===== src/rtl/game_control.sv =====
// game_control
// Match sequencer for a two-player paddle game. It turns the start button and
// the goal sensors into a serve / play / game-over flow, keeps both scores and
// reports the winner.
//
// Parameters
//   TICK_DIV    : clk cycles per game tick
//   SERVE_DELAY : game ticks the ball is held at centre before each serve (2..65535)
//   WIN_SCORE   : points needed to win the match (1..15)
//
// Ports
//   clk         : system clock, all logic on the rising edge
//   rst         : asynchronous, active-low reset
//   start       : player start button (level, synchronous to clk)
//   goal        : 2'b11 left goal hit (right scores), 2'b10 right goal hit (left scores)
//   state       : 1 while the ball is in play, 0 while it is held at centre
//   adv         : serve control, adv[1] forces direction, adv[0]=1 serves leftward
//   score_left  : left player's points
//   score_right : right player's points
//   winner      : 2'b00 none, 2'b10 left won, 2'b11 right won

module game_control #(
   parameter int TICK_DIV    = 220000,
   parameter int SERVE_DELAY = 1000,
   parameter int WIN_SCORE   = 7
) (
   input  logic       clk,
   input  logic       rst,
   input  logic       start,
   input  logic [1:0] goal,
   output logic       state,
   output logic [1:0] adv,
   output logic [3:0] score_left,
   output logic [3:0] score_right,
   output logic [1:0] winner
);

   localparam int              TW         = (TICK_DIV > 1) ? $clog2(TICK_DIV) : 1;
   localparam logic [TW-1:0]   TICK_LAST  = TW'(TICK_DIV - 1);
   localparam logic [15:0]     SERVE_LAST = 16'(SERVE_DELAY - 1);
   localparam logic [3:0]      WIN_VAL    = 4'(WIN_SCORE);

   typedef enum logic [1:0] {
      IDLE,
      SERVE,
      PLAY,
      OVER
   } fsm_t;

   fsm_t        fsm;
   fsm_t        fsm_next;

   logic [TW-1:0] tick_cnt;
   logic          tick;

   logic [15:0] serve_cnt;
   logic [15:0] serve_cnt_next;

   logic        start_prev;
   logic        start_armed;
   logic        goal_prev_hit;
   logic        start_ev;
   logic        goal_ev;

   logic [1:0]  adv_next;
   logic [1:0]  winner_next;
   logic [3:0]  score_left_next;
   logic [3:0]  score_right_next;
   logic [3:0]  left_inc;
   logic [3:0]  right_inc;

   // Free-running tick divider. It is never re-phased by the game flow, so a
   // serve may see its first tick anywhere from one to TICK_DIV clocks after
   // it begins.
   always_ff @(posedge clk or negedge rst) begin
      if (!rst) begin
         tick_cnt <= '0;
      end else if (tick_cnt == TICK_LAST) begin
         tick_cnt <= '0;
      end else begin
         tick_cnt <= tick_cnt + TW'(1);
      end
   end

   assign tick = (tick_cnt == TICK_LAST);

   // Edge detection on the buttons and goal sensors. start_armed only sets
   // once start has been seen low, so a button still held down when reset is
   // released cannot launch a game; the player must let go and press again.
   always_ff @(posedge clk or negedge rst) begin
      if (!rst) begin
         start_prev    <= 1'b0;
         start_armed   <= 1'b0;
         goal_prev_hit <= 1'b0;
      end else begin
         start_prev    <= start;
         start_armed   <= start_armed | ~start;
         goal_prev_hit <= goal[1];
      end
   end

   // A goal is any code with the top bit set (10 or 11); moving straight from
   // one goal code to the other is still the same held contact, not a new event.
   assign start_ev  = start & ~start_prev & start_armed;
   assign goal_ev   = goal[1] & ~goal_prev_hit;
   assign left_inc  = score_left + 4'd1;
   assign right_inc = score_right + 4'd1;

   // Next-state and next-output logic for the match flow.
   always_comb begin
      fsm_next         = fsm;
      serve_cnt_next   = serve_cnt;
      adv_next         = adv;
      winner_next      = winner;
      score_left_next  = score_left;
      score_right_next = score_right;

      case (fsm)
         IDLE, OVER: begin
            if (start_ev) begin
               score_left_next  = 4'd0;
               score_right_next = 4'd0;
               adv_next         = 2'b00;
               winner_next      = 2'b00;
               serve_cnt_next   = 16'd0;
               fsm_next         = SERVE;
            end
         end

         SERVE: begin
            if (tick) begin
               if (serve_cnt == SERVE_LAST) begin
                  fsm_next = PLAY;
               end else begin
                  serve_cnt_next = serve_cnt + 16'd1;
               end
            end
         end

         PLAY: begin
            if (goal_ev) begin
               if (goal[0]) begin
                  score_right_next = right_inc;
                  if (right_inc == WIN_VAL) begin
                     winner_next = 2'b11;
                     fsm_next    = OVER;
                  end else begin
                     adv_next       = 2'b11;
                     serve_cnt_next = 16'd0;
                     fsm_next       = SERVE;
                  end
               end else begin
                  score_left_next = left_inc;
                  if (left_inc == WIN_VAL) begin
                     winner_next = 2'b10;
                     fsm_next    = OVER;
                  end else begin
                     adv_next       = 2'b10;
                     serve_cnt_next = 16'd0;
                     fsm_next       = SERVE;
                  end
               end
            end
         end

         default: begin
            fsm_next = IDLE;
         end
      endcase
   end

   // Match registers. The ball-in-play flag follows the registered FSM, so it
   // lags the state change by one clock.
   always_ff @(posedge clk or negedge rst) begin
      if (!rst) begin
         fsm         <= IDLE;
         serve_cnt   <= 16'd0;
         adv         <= 2'b00;
         winner      <= 2'b00;
         score_left  <= 4'd0;
         score_right <= 4'd0;
         state       <= 1'b0;
      end else begin
         fsm         <= fsm_next;
         serve_cnt   <= serve_cnt_next;
         adv         <= adv_next;
         winner      <= winner_next;
         score_left  <= score_left_next;
         score_right <= score_right_next;
         state       <= (fsm == PLAY);
      end
   end

endmodule


===== config.mk =====
export PLATFORM = sky130hd
export DESIGN_NAME = game_control
export DESIGN_NICKNAME = d
export VERILOG_FILES = /design/src/rtl/game_control.sv
export SDC_FILE = /design/constraint.sdc
export NUM_CORES = 1
export LEC_CHECK = 0
export BUFFER_PORTS_ARGS = -buffer_cell sky130_fd_sc_hd__buf_2
export CORE_ASPECT_RATIO = 0.7
export CORE_MARGIN = 2
export CORE_UTILIZATION = 46
export CTS_BUF_LIST = sky130_fd_sc_hd__clkbuf_2
export CTS_CLUSTER_DIAMETER = 100
export DETAILED_ROUTE_END_ITERATION = 12
export GPL_TIMING_DRIVEN = 0
export PLACE_DENSITY = 0.65
export SKIP_CTS_REPAIR_TIMING = 1
export SKIP_LAST_GASP = 1
export SYNTH_ARGS = -nofsm -noshare
export SYNTH_HDL_FRONTEND = slang
export SYNTH_SLANG_ARGS = --single-unit

===== constraint.sdc =====
create_clock -name clk -period 2.04 [get_ports clk]
set_clock_uncertainty 0.05 [all_clocks]
set_input_delay 0.102 -clock clk [delete_from_list [all_inputs] [get_ports clk]]
set_output_delay 0.102 -clock clk [all_outputs]
set_load 0.005 [all_outputs]

==> results.txt, run 1 <==
Run status -> finished, violations left
Failing checks -> setup timing
Setup repair after global routing missed its margin -> yes
Hold Crit Start -> start
Largest net degree at the start of global routing -> 53
Io pins -> 18
# clock sinks -> 52
Total die area -> 6980 um2
All-layer global routing usage -> 18.7%
Reg clk slew, reported paths -> 0.27 ns
CP Cell Sequence -> buf_4 > a21boi_0 > o32a_1 > o32ai_4 > buf_6 > a21oi_4 > nand2_1 > o41ai_1
DRT Wirelength -> 6360 um
Worst skew pair latency -> 0.45 ns
Core Region -> 6160 um2
Setup violators final -> 18
Max Slew Vio Count -> 0
Worst slew margin -> 23.3%
Area growth syn-to-layout -> 18.0%
Slowest-stage cell, CP -> dfrtp_2
R2R Setup Slk -> -0.26 ns
First-pass iteration count of the detailed router -> 4
Total clock buffers created by CTS -> 5
Ys async rst share -> 100%
Hold Violations, Final -> 0
CTS tree -> yes
Vias per cell -> 5.85
Vias -> 2,474
Reg2Reg Depth -> 8
Hold Path End -> start_prev$_DFF_PN0_
Synth Register Bits -> 52
Crit path time final -> 2.30 ns
Post-synthesis cell area -> 2910 um2
Hold Slack -> 0.252 ns
Synth cell types -> 53
Critical Path RT -> 2.33 ns
FF-to-FF Start -> score_right[1]$_DFFE_PN0P_
Mapped Nets -> 313
Total Nets Final -> 358
Filler cells -> 558
Most used DFF post-synth -> dfrtp_1
# H-tree levels -> 2
Worst setup path category -> reg -> reg
CP max stage delay -> 0.50 ns
Pleak -> 1.50 nW
Die width -> 99.0 um
CP startpoint kind -> flop
Share of cells above drive strength 1 -> 22.0%
Worst slew pin tran -> 1.15 ns
Worst R2R End -> serve_cnt[10]$_DFFE_PN0P_
Die H -> 70.5 um
Synth warn -> 0
CP arrival -> 2.59 ns
Routed WL per cell -> 15.0 um
Hold Crit Depth -> 2
Routability cong. -> 0.835
Max-cap violations -> 0
Crit Path Max Fanout -> 7
Initial DRC count -> 114
Seq/Total Area, Yosys -> 44.8%
Cells after Synth -> 299
Final ANT Viol Nets -> 0
GR Overflow Total -> 0
PwrDens -> 799 nW/um2
First-pass GRT wire length -> 10,600 um
# rows -> 24
Highest Clock Rate -> 434 MHz
Peak supply drop -> 0.387 mV
Vias in the first global route -> 2,120
EDFF count, synth -> 0
Final period util -> 113%
Initial antenna violation count -> 0
Clk root buf -> clkbuf_2
Final total power -> 2.74 mW
Input/output buffers -> 17
Final WS setup -> -0.262 ns
Worst slack at placement -> -0.426 ns
Critical Path Sink Type -> flop
Final core utilization -> 55.7%
Antenna cells -> 0
DP HPWL -> 4250 um
Synthesized area per cell -> 9.73 um2
Hold Path Class -> in -> reg
Post-route DRC -> 0
Initial Util -> 47.2%
Longest Clk Path Bufs -> 2
Setup TNS -> -2.97 ns
[cell usage in the layout (no fill, tap or decap), types with 11 or more instances in the layout]
| cell | instances |
|---|---|
| dfrtp_1 | 45 |
| nor2_1 | 20 |
| nand2_1 | 20 |
| o21ai_0 | 19 |
| buf_4 | 18 |
| buf_2 | 17 |
| nand3_1 | 14 |
| nand4_1 | 13 |
| inv_1 | 11 |
| xor2_1 | 11 |
[layer usage]
layer / share of wire [%] / GRT usage (%) / wire [um]
met4: 0.65 / 4.57 / 41
met5: 0 / 0 / 0
met1: 54 / 30.6 / 3440
met2: 41 / 25.2 / 2620
met3: 4.0 / 3.30 / 252
[final cells by class]
type | count | area [um2] | area share [%]
flip-flops and latches | 52 | 1310 | 38.2
multi-input cells | 225 | 1610 | 47.0
well taps | 78 | 97.6 | 2.84
clock buffers | 5 | 25.0 | 0.729
inverters | 11 | 41.3 | 1.20
clock inverters | 3 | 13.8 | 0.401
repair buffers | 39 | 264 | 7.70
plain buffers | 10 | 66.3 | 1.93
[report_power, final]
part	switching [mW]	total [mW]	internal, mW
combinational	0.690	1.13	0.440
clock	0.328	0.405	0.0771
sequential	0.0930	1.21	1.12
total	1.11	2.74	1.63
[worst max-delay path: cells and delay by family (launching register included)]
kind                   cells  cell delay [ns]
buffers and inverters      2             0.30
DFF                        1             0.50
and+or+nand+nor            1             0.18
AOI/OAI and AO/OA          5             1.15
[cell families after synthesis]
kind of cell | count (synthesis) | share of synthesized area [%]
flops | 52 | 44.8
xor+xnor | 15 | 4.52
simple gates | 116 | 24.0
mux | 2 | 0.688
compound gates | 83 | 19.0
buf+inv | 22 | 3.18
fa+ha+maj | 9 | 3.87
[synthesized netlist by cell type, drive strengths merged, types with 3 or more instances]
| library cell | number | share of area [%] |
|---|---|---|
| o21ai | 28 | 4.8 |
| ha | 9 | 3.9 |
| nand2b | 8 | 1.7 |
| nand2 | 20 | 2.6 |
| xnor2 | 4 | 1.2 |
| buf | 4 | 0.86 |
| o41ai | 4 | 1.2 |
| o31ai | 7 | 1.8 |
| and3 | 8 | 1.8 |
| nor2 | 20 | 2.6 |
| nor3 | 4 | 1.1 |
| nand3 | 17 | 3.1 |
| a22o | 10 | 3.0 |
| or4 | 3 | 0.82 |
| dfrtp | 52 | 45 |
| xor2 | 11 | 3.3 |
| clkbuf | 7 | 0.90 |
| and4 | 3 | 0.95 |
| o21a | 5 | 1.3 |
| inv | 11 | 1.4 |
| nand4 | 14 | 3.2 |
| a21oi | 12 | 2.1 |
| nor2b | 3 | 0.65 |
[through the flow]
step / cell area, um2 / std cells
floorplan: 2950 / 299
global placement: 3130 / 394
detailed placement: 3130 / 394
CTS: 3170 / 402
global route: 3430 / 423
finish: 3430 / 423
[sequential cells by signal (all words and copies together), names as in the netlist]
name	cells
start_prev	1
score_right	4
start_armed	1
state	1
serve_cnt	16
goal_prev_hit	1
adv	2
tick_cnt	18
fsm	2
score_left	4
winner	2
[worst max path at each step]
stage	startpoint	end	slack, ns	cells past startpoint
after floorplan	score_left[1]$_DFFE_PN0P_	serve_cnt[11]$_DFFE_PN0P_	-0.07	8
after global placement	fsm[0]$_DFFE_PN0P_	serve_cnt[8]$_DFFE_PN0P_	-0.40	7
after detailed placement	fsm[0]$_DFFE_PN0P_	serve_cnt[12]$_DFFE_PN0P_	-0.43	7
after CTS	fsm[0]$_DFFE_PN0P_	serve_cnt[10]$_DFFE_PN0P_	-0.51	7
after global routing	score_right[1]$_DFFE_PN0P_	serve_cnt[8]$_DFFE_PN0P_	-0.38	8
final	score_right[1]$_DFFE_PN0P_	serve_cnt[10]$_DFFE_PN0P_	-0.26	8
(Power assumes the default switching activity.)
==> inputs of run 2 (changes only) <==
--- a/config.mk
+++ b/config.mk
@@ -8,12 +8,12 @@
 export BUFFER_PORTS_ARGS = -buffer_cell sky130_fd_sc_hd__buf_2
 export CORE_ASPECT_RATIO = 0.7
 export CORE_MARGIN = 2
-export CORE_UTILIZATION = 46
+export CORE_UTILIZATION = 57
 export CTS_BUF_LIST = sky130_fd_sc_hd__clkbuf_2
 export CTS_CLUSTER_DIAMETER = 100
 export DETAILED_ROUTE_END_ITERATION = 12
 export GPL_TIMING_DRIVEN = 0
-export PLACE_DENSITY = 0.65
+export PLACE_DENSITY = 0.78
 export SKIP_CTS_REPAIR_TIMING = 1
 export SKIP_LAST_GASP = 1
 export SYNTH_ARGS = -nofsm -noshare
==> run 2 against run 1 <==
Against the previous run: highest routed layer unchanged; flip-flop and latch count unchanged; die area decreased by 18%; non-clock buffer count increased by 8; clock power increased by 40%; register-to-register slack improved by 0.04 ns; sequential share of layout area decreased by 1.5 points; global-route usage increased by 5.7 points; critical path depth unchanged; wire length increased by 11%; the flow still finishes with violations (setup timing).
==> results.txt, run 2 (same netlist as run 1, synthesis figures left out) <==
Run status -> finished, violations left
Failing checks -> setup timing
Input/output buffers -> 17
Crit Path Max Fanout -> 7
All-layer global routing usage -> 24.4%
Share of cells above drive strength 1 -> 25.8%
Final total power -> 3.00 mW
Largest register FFs -> 18
Hold Path Class -> in -> reg
Final cell count without fillers -> 422
First-pass iteration count of the detailed router -> 5
Critical Path RT -> 2.40 ns
Die H -> 63.8 um
Most common cell after layout, fill and taps aside -> dfrtp_1
Vias in the first global route -> 2,363
# H-tree levels -> 2
CP startpoint kind -> flop
Setup TNS -> -2.24 ns
GR Overflow Total -> 0
Max-cap violations -> 0
Worst setup path category -> reg -> reg
Post-route cell area -> 3570 um2
Worst slew pin tran -> 1.14 ns
Core Region -> 4830 um2
Hold Crit Depth -> 2
Worst slack at placement -> -0.484 ns
Post-route DRC -> 0
First-pass GRT wire length -> 11,000 um
CTS tree -> yes
Vias -> 2,589
# rows -> 21
FF/Latch Area -> 1310 um2
Worst slew margin -> 24.3%
Hold Violations, Final -> 0
Longest Clk Path Bufs -> 2
Multi-input gate area -> 1660 um2
Placed Cells -> 385
DRT Wirelength -> 7080 um
Reg2Reg Depth -> 8
Total Nets Final -> 366
Initial DRC count -> 225
Antenna cells -> 0
Final core utilization -> 73.8%
Total die area -> 5700 um2
Initial Util -> 60.1%
Most frequent cells in the layout -> dfrtp_1 (45), buf_4 (24), nor2_1 (19), nand2_1 (19), buf_2 (18)
Area growth syn-to-layout -> 22.8%
Reg clk slew, reported paths -> 0.28 ns
Clk root buf -> clkbuf_2
DP HPWL -> 4470 um
Largest registers -> tick_cnt (18), serve_cnt (16)
Total clock buffers created by CTS -> 5
Pleak -> 1.59 nW
Routed WL per cell -> 16.8 um
Final ANT Viol Nets -> 0
Highest Clock Rate -> 442 MHz
Worst skew pair latency -> 0.45 ns
CP arrival -> 2.62 ns
PwrDens -> 842 nW/um2
Setup repair after global routing missed its margin -> yes
Largest net degree at the start of global routing -> 53
# clock sinks -> 52
Hold Slack -> 0.244 ns
Io pins -> 18
Peak supply drop -> 0.496 mV
Max Slew Vio Count -> 0
Filler cells -> 379
Initial antenna violation count -> 0
Routability cong. -> 0.816
Final period util -> 111%
Crit path time final -> 2.26 ns
Area after DPL -> 3120 um2
Die width -> 89.4 um
Top reg by flops -> tick_cnt
Critical Path Sink Type -> flop
Setup violators final -> 17
Final WS setup -> -0.221 ns
Vias per cell -> 6.14
-- run 2: layout make-up --
cell class,instances,share of cell area [%]
buffer,10,1.79
multi-input combinational,225,46.4
clock inverter,3,1.33
timing repair buffer,47,9.53
tap,69,2.42
inverter,11,1.16
sequential,52,36.7
clock buffer,5,0.701
-- run 2: final timing paths --
path | startpoint | end | slack, ns
worst max-delay path | score_right[1]$_DFFE_PN0P_ | serve_cnt[6]$_DFFE_PN0P_ | -0.22
worst min-delay path | start | start_prev$_DFF_PN0_ | 0.24
worst max register to register | score_right[1]$_DFFE_PN0P_ | serve_cnt[6]$_DFFE_PN0P_ | -0.22
worst min register to register | tick_cnt[0]$_DFF_PN0_ | tick_cnt[0]$_DFF_PN0_ | 0.46
max in group asynchronous | rst | score_right[1]$_DFFE_PN0P_ | 0.87
min in group asynchronous | rst | score_left[2]$_DFFE_PN0P_ | 0.31
-- run 2: per-layer routing --
layer	vias up	track usage, %	share of wire, %
met4	0	5.97	0.85
li1	1219	-	-
met3	8	4.13	5.2
met5	-	0	0
met1	1281	37.9	47
met2	81	35.6	47
-- run 2: worst max-delay path, stage by stage (launching register included) --
cell	delay, ns
dfrtp_2	0.49
buf_4	0.15
a21boi_1	0.14
o32a_1	0.29
o32ai_4	0.13
buf_12	0.15
a21o_4	0.25
or4_4	0.48
nand3_1	0.10
-- run 2: report_power, final --
group | internal, mW | switching [mW]
combinational | 0.499 | 0.726
clock | 0.212 | 0.355
sequential | 1.12 | 0.0961
total | 1.83 | 1.18
